--- src/rtl/mac_dot_sequencer_pkg.sv ---
// -----------------------------------------------------------------------------
// mac_dot_sequencer_pkg
//   Shared definitions for the dot-product sequencer that feeds the fused
//   multiply-accumulate unit.
//   - Default widths for operands, memory addresses and the vector length.
//   - Sequencer state encoding (3-bit, IDLE=0 .. HOLD=4).
// -----------------------------------------------------------------------------
package mac_dot_sequencer_pkg;

    localparam int unsigned DEF_BITWIDTH = 32;
    localparam int unsigned DEF_ADDR_W   = 10;
    localparam int unsigned DEF_LEN_W    = 11;

    typedef enum logic [2:0] {
        IDLE    = 3'd0,
        PRIME   = 3'd1,
        RUN     = 3'd2,
        CAPTURE = 3'd3,
        HOLD    = 3'd4
    } seq_state_t;

endpackage

--- src/rtl/mac_dot_sequencer.sv ---
// -----------------------------------------------------------------------------
// mac_dot_sequencer
//   Upstream control stage for the fused MAC. On an accepted start it reads two
//   len-element vectors from 1-cycle-latency memories, streams the element
//   pairs into the MAC as one contiguous burst (mac_en held high), captures the
//   2*BITWIDTH sum and offers it on a valid/ready port. The MAC clears itself on
//   any edge where mac_en is low, so PRIME (mac_en=0) doubles as the clear.
//
// Ports
//   clk, rstn           clock (rising edge), synchronous active-low reset
//   start, len,         command strobe, element count and vector base
//   a_base, b_base      addresses; sampled only when accepted in IDLE
//   busy                high in every state except IDLE
//   a_en/a_addr/a_rdata memory A read port (data valid one cycle after a_en)
//   b_en/b_addr/b_rdata memory B read port (data valid one cycle after b_en)
//   mac_ain, mac_bin    operands to MAC, pass-through of memory read data
//   mac_en              MAC enable (registered)
//   mac_dout            MAC accumulator value
//   result, result_valid, result_ready   captured dot product handshake
// -----------------------------------------------------------------------------
module mac_dot_sequencer
    import mac_dot_sequencer_pkg::*;
#(
    parameter int unsigned BITWIDTH = DEF_BITWIDTH,
    parameter int unsigned ADDR_W   = DEF_ADDR_W,
    parameter int unsigned LEN_W    = DEF_LEN_W
) (
    input  logic                    clk,
    input  logic                    rstn,
    input  logic                    start,
    input  logic [LEN_W-1:0]        len,
    input  logic [ADDR_W-1:0]       a_base,
    input  logic [ADDR_W-1:0]       b_base,
    output logic                    busy,
    output logic                    a_en,
    output logic [ADDR_W-1:0]       a_addr,
    input  logic [BITWIDTH-1:0]     a_rdata,
    output logic                    b_en,
    output logic [ADDR_W-1:0]       b_addr,
    input  logic [BITWIDTH-1:0]     b_rdata,
    output logic [BITWIDTH-1:0]     mac_ain,
    output logic [BITWIDTH-1:0]     mac_bin,
    output logic                    mac_en,
    input  logic [2*BITWIDTH-1:0]   mac_dout,
    output logic [2*BITWIDTH-1:0]   result,
    output logic                    result_valid,
    input  logic                    result_ready
);

    seq_state_t        state;
    logic [LEN_W-1:0]  len_r;
    logic [LEN_W-1:0]  k;

    // One extra bit so k+2 never overflows when len is at its maximum.
    logic [LEN_W:0]    len_ext;
    logic [LEN_W:0]    k_plus1;
    logic [LEN_W:0]    k_plus2;
    logic              last_elem;
    logic              len_nz;

    assign len_ext   = {1'b0, len_r};
    assign k_plus1   = {1'b0, k} + (LEN_W+1)'(1);
    assign k_plus2   = {1'b0, k} + (LEN_W+1)'(2);
    assign last_elem = (k_plus1 == len_ext);
    assign len_nz    = (len_r != '0);

    // Memory data arrives exactly when the matching mac_en cycle is active,
    // so the operands go straight through.
    assign mac_ain = a_rdata;
    assign mac_bin = b_rdata;

    always_ff @(posedge clk) begin
        if (!rstn) begin
            state        <= IDLE;
            len_r        <= '0;
            k            <= '0;
            busy         <= 1'b0;
            a_en         <= 1'b0;
            b_en         <= 1'b0;
            a_addr       <= '0;
            b_addr       <= '0;
            mac_en       <= 1'b0;
            result       <= '0;
            result_valid <= 1'b0;
        end else begin
            case (state)
                IDLE: begin
                    mac_en <= 1'b0;
                    if (start) begin
                        len_r  <= len;
                        k      <= '0;
                        a_addr <= a_base;
                        b_addr <= b_base;
                        a_en   <= (len != '0);
                        b_en   <= (len != '0);
                        busy   <= 1'b1;
                        state  <= PRIME;
                    end
                end

                // Reads of element 0 are in flight; mac_en stays low so the
                // MAC drops any previous sum at the end of this cycle.
                PRIME: begin
                    if (len_nz) begin
                        a_addr <= a_addr + ADDR_W'(1);
                        b_addr <= b_addr + ADDR_W'(1);
                        a_en   <= (len_ext > (LEN_W+1)'(1));
                        b_en   <= (len_ext > (LEN_W+1)'(1));
                        mac_en <= 1'b1;
                        state  <= RUN;
                    end else begin
                        a_en   <= 1'b0;
                        b_en   <= 1'b0;
                        mac_en <= 1'b0;
                        state  <= CAPTURE;
                    end
                end

                // Cycle k: element k is on the read data, the address points
                // one element ahead and reads stop once the last one is issued.
                RUN: begin
                    if (last_elem) begin
                        a_en   <= 1'b0;
                        b_en   <= 1'b0;
                        mac_en <= 1'b0;
                        state  <= CAPTURE;
                    end else begin
                        k      <= k + LEN_W'(1);
                        a_addr <= a_addr + ADDR_W'(1);
                        b_addr <= b_addr + ADDR_W'(1);
                        a_en   <= (k_plus2 < len_ext);
                        b_en   <= (k_plus2 < len_ext);
                        mac_en <= 1'b1;
                    end
                end

                CAPTURE: begin
                    mac_en       <= 1'b0;
                    result       <= mac_dout;
                    result_valid <= 1'b1;
                    state        <= HOLD;
                end

                HOLD: begin
                    if (result_valid && result_ready) begin
                        result_valid <= 1'b0;
                        busy         <= 1'b0;
                        state        <= IDLE;
                    end
                end

                default: begin
                    a_en         <= 1'b0;
                    b_en         <= 1'b0;
                    mac_en       <= 1'b0;
                    result_valid <= 1'b0;
                    busy         <= 1'b0;
                    state        <= IDLE;
                end
            endcase
        end
    end

endmodule

--- config.mk ---
export PLATFORM = sky130hd
export DESIGN_NAME = mac_dot_sequencer
export DESIGN_NICKNAME = d
export VERILOG_FILES = /design/src/rtl/mac_dot_sequencer_pkg.sv /design/src/rtl/mac_dot_sequencer.sv
export SDC_FILE = /design/constraint.sdc
export NUM_CORES = 1
export LEC_CHECK = 0
export BUFFER_PORTS_ARGS = -buffer_cell sky130_fd_sc_hd__buf_2
export CAP_MARGIN = 20
export CORE_AREA = 2 2 121 123
export DETAILED_ROUTE_END_ITERATION = 12
export DIE_AREA = 0 0 123 125
export MAX_ROUTING_LAYER = met4
export PLACE_DENSITY = 0.79
export SYNTH_ARGS = -nofsm -noshare
export SYNTH_HDL_FRONTEND = slang
export SYNTH_SLANG_ARGS = --single-unit
export TNS_END_PERCENT = 1
--- constraint.sdc ---
create_clock -name clk -period 8 [get_ports clk]
set_clock_uncertainty 0.2 [all_clocks]
set_input_delay 1.6 -clock clk [delete_from_list [all_inputs] [get_ports clk]]
set_output_delay 1.6 -clock clk [all_outputs]
set_load 0.01 [all_outputs]
==> results.txt, run 1 <==
Outcome = did not finish
Failing step = 5_2_route
Error = [ERROR DRT-0255] Maze Route cannot find path of net b_rdata[4] in worker of routeBox ( 96600 96600 ) ( 123000 125000 ).
Die Y = 125 um
H-tree depth = 4
FFs w/ async S/R, synth = 0%
Post-synthesis instance total = 823
Boundary Pins = 316
Vias in the first global route = 5,542
Top cells by area, synth = dfxtp_1 (35%), nand2_1 (11%), a21boi_0 (9.4%)
Distinct cells, synth = 57
First-pass GRT wire length = 26.3 mm
CTS Root Cell = clkbuf_16
Syn Nets = 1,001
Synth area leader = dfxtp_1
Post-DP HPWL = 11.3 mm
Post-synth top flop = dfxtp_1
Initial Util = 45.0%
Synth warn = 0
Row count = 44
Port Buffers = 187
Pin count of the biggest net entering global routing = 100
Initial antenna violation count = 0
GRT overflow = 0
PostCTS Resize Cnt = 0
Clock Path Buffers = 2
Mapped cell area = 6390 um2
Hold Buf Count CTS = 0
Sink Count = 113
Die width = 123 um
Register bit count reported by yosys = 113
CTS Buf Count = 17
Setup Fix Bufs, Post-CTS = 0
Post-synth EDFFs = 0
Mean Syn Cell Area = 7.77 um2
Area fraction of the dominant cell type after synthesis = 35.4%
Placer Congestion = 0.928
All-Layer GR Usage = 21.9%
Register area share after synthesis = 35.4%
[synth_stat cells, types with 2 or more instances]
cell type / count
xnor2_1: 10
buf_6: 4
or2_2: 7
nand4_1: 5
a21o_1: 4
a21boi_0: 80
mux2i_1: 3
nor4_1: 4
nor3b_1: 2
or3_1: 4
o31ai_1: 4
xor2_1: 7
nor2b_1: 12
nor3_1: 20
buf_4: 68
ha_1: 15
nand2b_1: 5
a31oi_1: 13
clkbuf_1: 44
dfxtp_1: 113
inv_1: 17
a21oi_1: 44
o21a_1: 5
a32o_1: 18
o2111ai_1: 2
and2_1: 6
nand2_1: 193
nand4b_1: 2
o21ai_0: 20
nand3b_1: 4
and3_1: 5
buf_2: 7
nand3_1: 15
nor2_1: 30
a211oi_1: 2
o21ai_1: 8
[per-stage QoR]
step	instance area [um2]	std cells	hold WS, ps	setup slack, ps
after floorplan	6390	823	261	4480
after global placement	6850	1075	248	4300
after detailed placement	6850	1075	255	4290
after CTS	7430	1106	262	4310
after global routing	7430	1106	276	4000
[cells by family after synthesis]
| logic type | share of synthesized area [%] |
|---|---|
| AO/OA/AOI/OAI | 23.1 |
| XOR/XNOR | 2.58 |
| adder cells (fa/ha/maj) | 2.93 |
| multiplexers | 0.470 |
| buffers and inverters | 12.9 |
| AND/OR/NAND/NOR | 22.7 |
| flip-flops | 35.4 |
[layer usage]
metal  track usage [%]
met1              24.7
met2              34.9
met3              6.25
met4              11.3
met5                 -
==> run 2: changes to the inputs <==
--- a/config.mk
+++ b/config.mk
@@ -7,11 +7,10 @@
 export LEC_CHECK = 0
 export BUFFER_PORTS_ARGS = -buffer_cell sky130_fd_sc_hd__buf_2
 export CAP_MARGIN = 20
-export CORE_AREA = 2 2 121 123
+export CORE_MARGIN = 1.5
+export CORE_UTILIZATION = 31
 export DETAILED_ROUTE_END_ITERATION = 12
-export DIE_AREA = 0 0 123 125
-export MAX_ROUTING_LAYER = met4
-export PLACE_DENSITY = 0.79
+export PLACE_DENSITY_LB_ADDON = 0.15
 export SYNTH_ARGS = -nofsm -noshare
 export SYNTH_HDL_FRONTEND = slang
 export SYNTH_SLANG_ARGS = --single-unit
==> run 2 against run 1 <==
The run now ends clean. Global-route usage is 5.3 points lower. Area after synthesis did not move. Synthesized cell count unchanged.
==> results.txt, run 2 <==
PostCTS Resize Cnt = 0
Setup Viol. Count Final = 0
Hold Crit Start = result[59]
Initial Util = 31.6%
Largest register by flop count = result
Max layer used = met4
Worst min-delay path category = register to register
Synth-to-layout area growth = 18.2%
Peak VDD IR = 150 uV
RR Startpoint = k[0]
Row count = 52
Worst-path clk slew = 60 ps
Mapped cell area = 6390 um2
Initial DRC Count = 282
Finished Cell Area = 7560 um2
FFs w/ async S/R, synth = 0%
Sink Count = 113
N_diodes = 0
Max Slew Vio Count = 0
Layout Utilization = 37.3%
RSZ-0062 raised after global routing = no
DRT Wirelength = 17.5 mm
Pin count of the biggest net entering global routing = 107
PD cells = 262 nW/um2
Most common cell after layout, fill and taps aside = nand2_1
Port Buffers = 187
Mean Syn Cell Area = 7.77 um2
GRT overflow = 0
Vias per inst = 4.81
Register area share after synthesis = 35.4%
Syn Nets = 1,001
Area fraction of the dominant cell type after synthesis = 35.4%
Nets = 1,088
RR Endpoint = b_addr[8]
Clock Path Buffers = 2
Placer Congestion = 0.789
Crit end category = register
Worst Hold End = result[59]
Flop2flop setup slack = 4300 ps
All-Layer GR Usage = 16.5%
Routed length on met1 = 7.57 mm
Boundary Pins = 316
Distinct cells, synth = 57
Worst-Margin Slew = 995 ps
Crit path kind = register to register
Commonest cells in the synthesized netlist = nand2_1 (193), dfxtp_1 (113), a21boi_0 (80), buf_4 (68)
Synth warn = 0
Vias in the first global route = 5,596
Number of flip-flops in the largest register = 64
Top cells by area, synth = dfxtp_1 (35%), nand2_1 (11%), a21boi_0 (9.4%)
Max-cap violation count = 0
First-pass GRT wire length = 28.6 mm
Core area = 20,200 um2
CTS Root Cell = clkbuf_16
Upper clock frequency limit = 0.271 GHz
CTS Buf Count = 17
Initial antenna violation count = 0
Relative slew slack = 33.7%
Post-synth EDFFs = 0
LEAKAGE = 3.12 nW
Final antenna-violating net count = 0
Die Y = 147 um
Setup Fix Bufs, Post-CTS = 0
Crit path launch type = register
Post-synth top flop = dfxtp_1
First-pass detailed-route iteration total = 4
Worst slack, placed = 4300 ps
Post-synthesis instance total = 823
Tot Pwr = 1.98 mW
Setup TNS = 0 ps
Outcome = finished clean
Die width = 147 um
Min setup slack post-route = 4300 ps
H-tree depth = 4
TritonCTS clock tree = built
Synth area leader = dfxtp_1
WHS = 257 ps
Register bit count reported by yosys = 113
Final Non-Filler Cells = 1,193
Wirelength per Cell = 14.7 um
Proportion of layout cells with a drive suffix above 1 = 26.0%
Tmin final = 3700 ps
Hold Vio Cnt, Final = 0
Hold Path Depth = 2
Fin crit share = 46.2%
Hold Buf Count CTS = 0
Metal3 WL = 1.48 mm
Most common cell in the netlist = nand2_1
Die ar. = 21,500 um2
Critical path fanouts, max = 20
Drc violations = 0
Post-DP HPWL = 12.2 mm
Placed Cells = 1,161
Most frequent cells in the layout = nand2_1 (193), buf_2 (186), dfxtp_1 (113), a21boi_0 (80), a21oi_1 (44)
Worst path required time = 8160 ps
R2r worst-path depth = 7
Worst-skew pair later-pin latency = 410 ps
DR WL met2 = 8.17 mm
Worst path arrival time = 3850 ps
Placed cell areas = 6960 um2
Total number of vias = 5,739
Top flop regs = result x64, k x11, len_r x11
## run 2: cell counts after synthesis
No cell type changed its count.
## run 2: critical path, stage by stage, from the launching register on
cell and delay [ps]:
dfxtp_1 450, ha_1 290, nand3_1 300, and3_1 290
o32a_1 400, a31oi_2 800, o21ba_1 700, a32o_1 210
## run 2: logic make-up after synthesis
logic type | synth area share [%]
AOI/OAI and AO/OA | 23.1
xor gates and xnor gates | 2.58
adders and majority gates | 2.93
buffers and inverters | 12.9
DFF | 35.4
muxes | 0.470
and+or+nand+nor | 22.7
## run 2: power by group
group          internal [mW]  switching [mW]
Combinational          0.199           0.300
Clock                  0.469           0.308
Sequential             0.627          0.0750
Total                   1.29           0.683
## run 2: worst max-delay path by stage
stage,cells past startpoint,to,slack [ps],startpoint
after global placement,8,b_addr[4],4360,k[2]
after CTS,7,a_addr[7],4290,k[0]
after detailed placement,7,a_addr[7],4300,k[0]
after global routing,8,b_addr[8],3950,k[2]
final,7,b_addr[8],4300,k[0]
after floorplan,1,mac_ain[0],4480,a_rdata[0]
## run 2: cell type report
cell class,instances,area (um2)
Tap cell,270,338
Sequential cell,113,2260
Clock inverter,15,174
Fill cell,2153,12700
Multi-Input combinational cell,569,3320
Clock buffer,17,425
Inverter,17,63.8
Timing Repair Buffer,192,976
## run 2: metal layers
metal / vias to the layer above / global-route usage, %
li1: 2935 / -
met1: 2609 / 19.5
met2: 171 / 26.5
met3: 24 / 7.03
met4: 0 / 6.46
met5: - / 0
No activity file was read; power rests on OpenSTA's default activity.
==> run 3: changes to the inputs <==
==> constraint.sdc (replaced) <==
create_clock -name clk -period 3.6 [get_ports clk]
set_clock_uncertainty 0.2 [all_clocks]
set_input_delay 0.72 -clock clk [delete_from_list [all_inputs] [get_ports clk]]
set_output_delay 0.72 -clock clk [all_outputs]
set_load 0.01 [all_outputs]
==> run 3 against run 2 <==
Sequential share of layout area fell by 0.47 points. Cell count grew 0.50%. First-iteration DRC count shrank 5.3%. Count of clock-buffer cells in the layout unchanged. Via count is 0.66% higher. Global-route usage rose by 0.39 points. Power up 130%. Critical endpoint is now a_addr[5]. Largest cell class unchanged. Largest power group unchanged.
==> results.txt, run 3 (synthesis results as in run 2) <==
Outcome = finished clean
Initial DRC Count = 267
Number of flip-flops in the largest register = 64
First-pass GRT wire length = 29.5 mm
Tmin final = 3070 ps
Most frequent cells in the layout = nand2_1 (193), buf_2 (186), dfxtp_1 (113), a21boi_0 (80), a21oi_1 (44)
Sink Count = 113
Post-DP HPWL = 12.5 mm
Comb pwr share = 25.2%
Clk network pwr share = 40.3%
Sequential Area = 2260 um2
Crit path kind = register to register
CP peak stage delay = 640 ps
CP Cell Sequence = ha_1 -> nand3_1 -> and3_1 -> o32a_1 -> a31oi_2 -> o21ba_1 -> a32o_1
Upper clock frequency limit = 0.326 GHz
Clock Path Buffers = 2
Layout Utilization = 37.9%
Peak VDD IR = 341 uV
Wirelength per Cell = 14.9 um
All-Layer GR Usage = 16.9%
Setup Viol. Count Final = 0
PD cells = 590 nW/um2
Relative slew slack = 48.7%
Hold Crit Start = result[50]
Vias in the first global route = 5,694
Worst path required time = 3750 ps
Placed Cells = 1,168
Placer Congestion = 0.801
Pin count of the biggest net entering global routing = 86
Crit end category = register
Crit path from = k[0]
Area of the multi-input gates = 3320 um2
Reg power frac = 34.5%
Max Slew Vio Count = 0
CTS Root Cell = clkbuf_16
R2r worst-path depth = 7
Worst-Margin Slew = 768 ps
PostCTS Resize Cnt = 0
Worst-skew pair later-pin latency = 410 ps
Synth-to-layout area growth = 20.1%
Worst slack, placed = 512 ps
Final Non-Filler Cells = 1,199
H-tree depth = 4
Finished Cell Area = 7680 um2
GRT overflow = 0
Drc violations = 0
Die Y = 147 um
Internal power = 3.02 mW
Worst setup endpoint = a_addr[5]
Row count = 52
Largest register by flop count = result
Switching share of power = 33.3%
Initial antenna violation count = 0
Die width = 147 um
Min setup slack post-route = 531 ps
Core area = 20,200 um2
Hold Vio Cnt, Final = 0
Proportion of layout cells with a drive suffix above 1 = 26.5%
Crit path launch type = register
Final antenna-violating net count = 0
Worst min-delay path category = register to register
Worst-path clk slew = 60 ps
DRT Wirelength = 17.9 mm
Hold Buf Count CTS = 0
Vias per inst = 4.82
Die ar. = 21,500 um2
Max-cap violation count = 0
Critical path fanouts, max = 18
Tot Pwr = 4.53 mW
First-pass detailed-route iteration total = 4
Fin crit share = 85.3%
CTS Buf Count = 17
NetSw = 1.51 mW
Flop2flop setup slack = 530 ps
Boundary Pins = 316
Port Buffers = 187
Placed cell areas = 7050 um2
RR Startpoint = k[0]
RR Endpoint = a_addr[5]
Setup Fix Bufs, Post-CTS = 0
Fill count = 2,183
Slowest cell on crit path = o21ba_1
Most common cell after layout, fill and taps aside = nand2_1
TritonCTS clock tree = built
WHS = 258 ps
RSZ-0062 raised after global routing = no
Total number of vias = 5,777
Initial Util = 31.6%
Nets = 1,095
LEAKAGE = 3.19 nW
Setup TNS = 0 ps
Worst path arrival time = 3220 ps
N_diodes = 0
Top flop regs = result x64, k x11, len_r x11
==> run 3: layout make-up <==
type,count,share of cell area [%]
Clock buffer,17,5.54
Clock inverter,14,2.67
Inverter,17,0.831
Multi-Input combinational cell,569,43.2
Sequential cell,113,29.5
Tap cell,270,4.40
Timing Repair Buffer,199,13.9
==> run 3: how the worst min path moves through the flow <==
stage | end | slack [ps] | depth (start not counted)
5_1_grt | result[18] | 280 | 2
6_report | result[50] | 260 | 2
3_5_place_dp | result[59] | 250 | 2
3_3_place_gp | result[28] | 250 | 2
4_1_cts | result[59] | 260 | 2
2_1_floorplan | len_r[0] | 260 | 2
==> run 3: metal layers <==
layer  wire [um]  vias up  share of wire (%)  GRT usage (%)
met2        8110      185                 45           26.4
met1        8030     2627                 45           21.2
met3        1440       26                8.1           6.44
met5           0        -                  0              0
li1            -     2939                  -              -
met4         308        0                1.7           5.96
==> run 3: worst max-delay path: cells and delay by family (launching register included) <==
family	cells	cell delay (ps)
AND/OR/NAND/NOR	2	580
AO/OA/AOI/OAI	4	1490
flip-flops	1	460
adder cells (fa/ha/maj)	1	290
==> run 3: power by group through the flow <==
| stage | logic, mW | registers [mW] | clock network, mW |
|---|---|---|---|
| global route | 1.29 | 1.59 | 1.92 |
| floorplan | 0.840 | 1.59 | 0 |
| CTS | 1.16 | 1.57 | 1.86 |
| detailed placement | 1.15 | 1.59 | 0 |
| global placement | 1.16 | 1.59 | 0 |
| finish | 1.14 | 1.56 | 1.82 |
